File: config.mk
export PLATFORM = sky130hd
export DESIGN_NAME = demux1_2_buf
export DESIGN_NICKNAME = d
export VERILOG_FILES = /design/src/rtl/demux1_2_buf.sv
export SDC_FILE = /design/constraint.sdc
export NUM_CORES = 1
export LEC_CHECK = 0
export ABC_AREA = 1
export CELL_PAD_IN_SITES_DETAIL_PLACEMENT = 1
export CELL_PAD_IN_SITES_GLOBAL_PLACEMENT = 2
export CORE_MARGIN = 1
export CORE_UTILIZATION = 36
export CTS_CLUSTER_DIAMETER = 60
export DETAILED_ROUTE_END_ITERATION = 10
export PLACE_DENSITY_LB_ADDON = 0.08
export RECOVER_POWER = 100
export SLEW_MARGIN = 15
export SYNTH_ARGS = -nofsm -noshare
export SYNTH_HDL_FRONTEND = slang
export SYNTH_SLANG_ARGS = --single-unit
File: constraint.sdc
create_clock -name clk -period 4.27 [get_ports clk]
set_input_delay 0.6405 -clock clk [delete_from_list [all_inputs] [get_ports clk]]
set_output_delay 0.6405 -clock clk [all_outputs]
set_load 0.03 [all_outputs]
File: src/rtl/demux1_2_buf.sv
// demux1_2_buf: steers one WIDTH-bit source stream into one of two
// independently buffered output channels. Each channel owns a small FIFO
// with a valid/ready handshake, so a stalled consumer on one channel never
// blocks words already accepted for the other.
module demux1_2_buf #(
   parameter int WIDTH = 16,
   parameter int DEPTH = 2
) (
   input  logic                       clk,
   input  logic                       rst,
   input  logic [WIDTH-1:0]           data_in,
   input  logic                       sel,
   input  logic                       in_valid,
   output logic                       in_ready,
   output logic [WIDTH-1:0]           data_out1,
   output logic [WIDTH-1:0]           data_out0,
   output logic                       valid1,
   output logic                       valid0,
   input  logic                       ready1,
   input  logic                       ready0,
   output logic [$clog2(DEPTH):0]     count1,
   output logic [$clog2(DEPTH):0]     count0,
   output logic [7:0]                 routed1,
   output logic [7:0]                 routed0
);

   localparam int PTR_W = $clog2(DEPTH);
   localparam int CNT_W = PTR_W + 1;

   localparam logic [CNT_W-1:0] CNT_FULL = CNT_W'(DEPTH);
   localparam logic [CNT_W-1:0] CNT_ONE  = CNT_W'(1);
   localparam logic [PTR_W-1:0] PTR_ONE  = PTR_W'(1);

   // Index 1 is channel 1, index 0 is channel 0 throughout.
   logic [WIDTH-1:0] mem    [2][DEPTH];
   logic [PTR_W-1:0] wr_ptr [2];
   logic [PTR_W-1:0] rd_ptr [2];
   logic [CNT_W-1:0] cnt    [2];
   logic [7:0]       routed [2];

   logic [1:0] vld;
   logic [1:0] push;
   logic [1:0] pop;

   // Handshake decode; in_ready looks only at sel and registered occupancy,
   // so a full channel stays closed even if it pops in the same cycle.
   assign vld[1]   = (cnt[1] != '0);
   assign vld[0]   = (cnt[0] != '0);
   assign in_ready = sel ? (cnt[1] != CNT_FULL) : (cnt[0] != CNT_FULL);
   assign push[1]  = in_valid & in_ready & sel;
   assign push[0]  = in_valid & in_ready & ~sel;
   assign pop[1]   = vld[1] & ready1;
   assign pop[0]   = vld[0] & ready0;

   // Per-channel FIFO state: storage, pointers, occupancy and push counters.
   always_ff @(posedge clk) begin
      if (rst) begin
         for (int k = 0; k < 2; k++) begin
            for (int i = 0; i < DEPTH; i++) begin
               mem[k][i] <= '0;
            end
            wr_ptr[k] <= '0;
            rd_ptr[k] <= '0;
            cnt[k]    <= '0;
            routed[k] <= '0;
         end
      end else begin
         for (int k = 0; k < 2; k++) begin
            if (push[k]) begin
               mem[k][wr_ptr[k]] <= data_in;
               wr_ptr[k]         <= wr_ptr[k] + PTR_ONE;
               routed[k]         <= routed[k] + 8'd1;
            end
            if (pop[k]) begin
               rd_ptr[k] <= rd_ptr[k] + PTR_ONE;
            end
            case ({push[k], pop[k]})
               2'b10:   cnt[k] <= cnt[k] + CNT_ONE;
               2'b01:   cnt[k] <= cnt[k] - CNT_ONE;
               default: cnt[k] <= cnt[k];
            endcase
         end
      end
   end

   // Head words are forced to zero while a channel is empty.
   assign data_out1 = vld[1] ? mem[1][rd_ptr[1]] : '0;
   assign data_out0 = vld[0] ? mem[0][rd_ptr[0]] : '0;
   assign valid1    = vld[1];
   assign valid0    = vld[0];
   assign count1    = cnt[1];
   assign count0    = cnt[0];
   assign routed1   = routed[1];
   assign routed0   = routed[0];

endmodule

After elaboration in Yosys (flattened, before gate mapping). Memory sizes are Yosys's and may differ from the RTL's. Cells that the tools add are included. W data, S select, Z words.

Flip-flop bits (word level): 0. Bits in writable memories: 88. Input bits: 22. Output and inout bits: 55. Logic and storage cells: 242. Memories kept: 5.

Memory list: mem (words 2, width 32, read ports 2, clocked after memory_dff 0, write ports 2, line 35) `logic [WIDTH-1:0] mem [2][DEPTH];`; routed (words 2, width 8, read ports 2, clocked after memory_dff 0, write ports 2, line 39) `logic [7:0] routed [2];`; cnt (words 2, width 2, read ports 2, clocked after memory_dff 0, write ports 2, line 38) `logic [CNT_W-1:0] cnt [2];`; rd_ptr (words 2, width 1, read ports 2, clocked after memory_dff 0, write ports 2, line 37) `logic [PTR_W-1:0] rd_ptr [2];`; wr_ptr (words 2, width 1, read ports 2, clocked after memory_dff 0, write ports 2, line 36) `logic [PTR_W-1:0] wr_ptr [2];`.

$add $sub $neg: 10. Magnitude comparators: 6. Eq/ne operators: 6. Muxes and demuxes: 123. Bitwise operators: 86. Reduce and logical (&&, ||, !) cells: 6.

Operators with widths (count): $mux W16 (10); $mux W1 (101); $or A1 B1 Y1 (76); $mux W32 (2); $demux W16 S1 (2); $add A8 B1 Y8 const B (2); $mux W8 (2); $mux W2 (6); $ge A2 B2 Y1 const B (4); $not A1 Y2 (4); $and A1 B1 Y1 (5); $add A1 B1 Y1 const B (4); $add A2 B1 Y2 const B (2); $eq A2 B1 Y1 const B (2); $eq A2 B2 Y1 const B (2); $lt A2 B1 Y1 const B (2); $ne A2 B2 Y1 const B (2); $reduce_bool A2 Y1 (2); $reduce_or A2 Y1 (2); $sub A2 B1 Y2 const B (2); $logic_and A1 B1 Y1 (2); $not A1 Y1 (1).

Logic depth before layout (Yosys ltp). An unclocked memory read counts as a cell.

Depth after elaboration: 12. Gate-level depth with buffers: 11. Mapped depth without buffers: 11.

Worst setup path before layout. No wires, ideal clock.

Path type: register to output. From: mem cnt[1][0] (netlist bit). To: out data_out1[10]. Arrival time: 1.995 ns. Data required time: 3.629 ns. Path slack: 1.634 ns. Cell stages (with the launch flop): 7. Buffers on the path: 1. Path through: edfxtp_1 > inv_1 > ha_1 > inv_1 > clkbuf_1 > o21ai_0 > nor2_1.

RTL lines: from (decl) (line 38); to (decl) (line 15) `output logic [WIDTH-1:0] data_out1,`.

==> key figures <==
Synthesis
  • Multiplexer area fraction after synthesis: 0%
  • Flip-flop cell with the highest count after synthesis: sky130_fd_sc_hd__edfxtp_1
  • Synthesized cell area: 4210 µm²
  • Avg Cell Area, Syn: 10.3 µm²
  • Count of different cell masters after synthesis: 26
  • Main combinational cell family by area after synthesis: simple AND/OR/NAND/NOR gates
  • Fraction of registers with async set/reset: 0%
  • Proportion of netlist area held by the largest area contributor: 62.8%
  • Syn nets: 437
  • Top cells by instance count after synthesis: sky130_fd_sc_hd__edfxtp_1 (88), sky130_fd_sc_hd__nor2_1 (88), sky130_fd_sc_hd__nand2_1 (57)
  • Complex-gate fraction of the synthesized area: 4.87%
  • Count of state elements after synthesis: 88
  • Sequential fraction of the synthesis area: 62.8%
  • Number of flops mapped to enable cells by yosys: 88
  • Cell types with the largest area share after synthesis: sky130_fd_sc_hd__edfxtp_1 (63%), sky130_fd_sc_hd__nor2_1 (7.8%), sky130_fd_sc_hd__nand2_1 (5.1%)
  • XOR/XNOR share of the synthesized area: 1.46%
  • Simple-Gate Fraction of Synth Area: 22.6%
  • Biggest area consumer among synthesized cells: sky130_fd_sc_hd__edfxtp_1
  • Yosys warns: 0
  • Adder-Cell Fraction of Synth Area: 2.08%
  • Count of mapped cells out of synthesis: 408

Power
  • Leak Pwr: 2.17 nW
  • Power per unit of standard cell area: 498 nW/µm²
  • Overall Power: 2.60 mW
  • Worst-case vdd ir drop: 227 µV

Timing
  • Unrepaired setup endpoints after global routing: no
  • Measured slew at the worst slew-check pin: 1.27 ns
  • Share of the clock period used by the worst path: 77.7%
  • Highest Clock Rate: 0.301 GHz
  • Setup ws final: 0.950 ns
  • Max-slew violation count: 0
  • Relative max-transition margin: 15.3%
  • Post-route minimum period: 3.32 ns
  • Number of hold violations in the final report: 0
  • Total Neg Setup Slack: 0 ns
  • Clock Skew: 0.00687 ns
  • Setup-violating endpoint count in the final report: 0

Finish
  • Core occupancy in the finished layout: 45.8%
  • Share of post-route cells with drive strength above 1: 5.99%
  • Area overhead of the layout relative to synthesis: 24.2%
  • # nets final: 510
  • Antenna fix cells: 0

Critical path
  • Critical path peak fanout: 18
  • Reg-to-Reg End: cnt[0][1]
  • Required arrival time at the worst endpoint: 3.63 ns
  • Launch instance of the worst register-to-register path: cnt[0][1]
  • Library cell contributing the largest single delay on the critical path: sky130_fd_sc_hd__nor2_1
  • Critical path data arrival time: 2.68 ns
  • Worst Setup Start Kind: register
  • CP max stage delay: 0.98 ns
  • Depth of the worst register-to-register path: 9
  • Worst setup path category: register to output pin
  • Cell breakdown of the critical path: nor2_1, inv_1, dlygate4sd3_1
  • Internal reg-to-reg setup slack: 1.42 ns
  • Type of element capturing the critical path: output pin

Route
  • Via density per instance: 4.81
  • Sum of routed wire length over all layers: 9.96 mm
  • Iteration-0 DRC count of the detailed router: 100
  • Via total after detailed routing: 3014
  • Post-route DRC violation count: 0
  • Remaining antenna violation count: 0
  • Detailed-router iteration count before antenna repair: 4
  • Routed len/inst: 15.9 µm

Global routing
  • Wire length of the first global-routing pass: 15.6 mm
  • Largest net degree at the start of global routing: 20
  • Total congestion overflow: 0
  • Tot GR Track Use: 17.6%
  • Via count of the first global-routing pass: 3028
  • Antenna violations before repair: 0

Placed design
  • HPWL after DPL: 7.26 mm
  • Gpl congestion: 0.759
  • Pre-CTS setup slack: 1.28 ns
  • Port Buffers: 76

Floorplanning
  • Initial Utilization: 36.9%
  • Boundary Pins: 77
  • Core Area: 11400 µm²
  • Die area: 12100 µm²
  • Row Count: 39
  • Die outline height: 110 µm
  • Die Wd: 110 µm

Clock tree
  • Buffers inserted by post-CTS timing repair: 0
  • Maximum buffer depth of the clock tree: 2
  • Quantity of gates resized following cts: 0
  • Clock slew at reported path FFs: 0.06 ns
  • Number of hold-repair buffers added at the cts stage: 0
  • Library cell used as clock root buffer: sky130_fd_sc_hd__clkbuf_16
  • Clock latency reported for the late side of the worst-skew pair: 0.33 ns
  • Sink count of the clock tree: 88
  • Number of levels in the clock H-tree: 3
  • CTS tree: done
  • Clock buffers created by TritonCTS: 9

Hold path
  • Cell count of the worst hold path: 1
  • Critical hold path startpoint: cnt[1][0]
  • Capture endpoint of the worst hold path: cnt[1][0]
  • Worst hold path type: register to register

Flow run
  • Reported max-cap violation count: 0

Status
  • Status: completed
-- metal layers --
metal	up-vias	wire length (µm)	global-route usage, %
met5	-	0	0
met4	0	113	5.36
met3	10	338	3.76
met2	56	4830	29.4
met1	1455	4670	22.9
li1	1493	-	-
-- layout make-up --
cell class                      instances  area, µm²
Inverter                               46        173
Tap cell                              143        179
Clock buffer                           11        233
Timing Repair Buffer                   77        764
Clock inverter                          3       11.3
Sequential cell                        88       2640
Fill cell                            1297       6190
Multi-Input combinational cell        259       1230
-- registers in the layout (all words and copies together) (netlist names) --
name,count
routed,16
wr_ptr,2
cnt,4
rd_ptr,2
mem,64
-- critical path: cells and delay by family (launching register included) --
family / cells / cell delay [ns]
and+or+nand+nor: 1 / 0.98
buffers and inverters: 2 / 0.88
DFF: 1 / 0.48
-- layout by cell type, fill, tap and decap left out, types with 5 or more instances in the layout --
cell type / count
sky130_fd_sc_hd__a21oi_1: 16
sky130_fd_sc_hd__clkbuf_16: 9
sky130_fd_sc_hd__clkdlybuf4s50_1: 18
sky130_fd_sc_hd__dlygate4sd3_1: 58
sky130_fd_sc_hd__edfxtp_1: 88
sky130_fd_sc_hd__ha_1: 7
sky130_fd_sc_hd__inv_1: 44
sky130_fd_sc_hd__nand2_1: 60
sky130_fd_sc_hd__nand3_1: 14
sky130_fd_sc_hd__nor2_1: 91
sky130_fd_sc_hd__nor2_2: 15
sky130_fd_sc_hd__nor3_1: 19
sky130_fd_sc_hd__o21ai_0: 21
sky130_fd_sc_hd__xnor2_1: 5
-- logic make-up after synthesis --
logic type | count (synthesis)
fa+ha+maj | 7
flops | 88
buf+inv | 61
xor+xnor | 7
compound gates | 40
simple gates | 205
-- worst max-delay path by stage --
| stage | start | endpoint | slack, ns | depth (start not counted) |
|---|---|---|---|---|
| floorplan | cnt[1][0] | data_out1[10] | 1.63 | 6 |
| global placement | rst | mem[1][12] | 1.44 | 4 |
| detailed placement | rst | mem[1][8] | 1.28 | 4 |
| CTS | cnt[1][0] | data_out1[10] | 1.07 | 6 |
| global route | cnt[0][1] | valid0 | 0.72 | 3 |
| finish | cnt[0][1] | valid0 | 0.95 | 3 |
-- through the flow --
stage	hold WS, ns	instance area [µm²]	cells
after floorplan	0.614	4210	408
after global placement	0.585	5070	613
after detailed placement	0.598	5070	613
after CTS	0.612	5310	627
after global routing	0.632	5230	627
final	0.601	5230	627
-- power breakdown --
part	switching, mW	leakage, nW	internal [mW]
sequential	0.0757	0.919	1.05
clock	0.296	0.118	0.382
combinational	0.537	1.13	0.263
(Power assumes the default switching activity.)
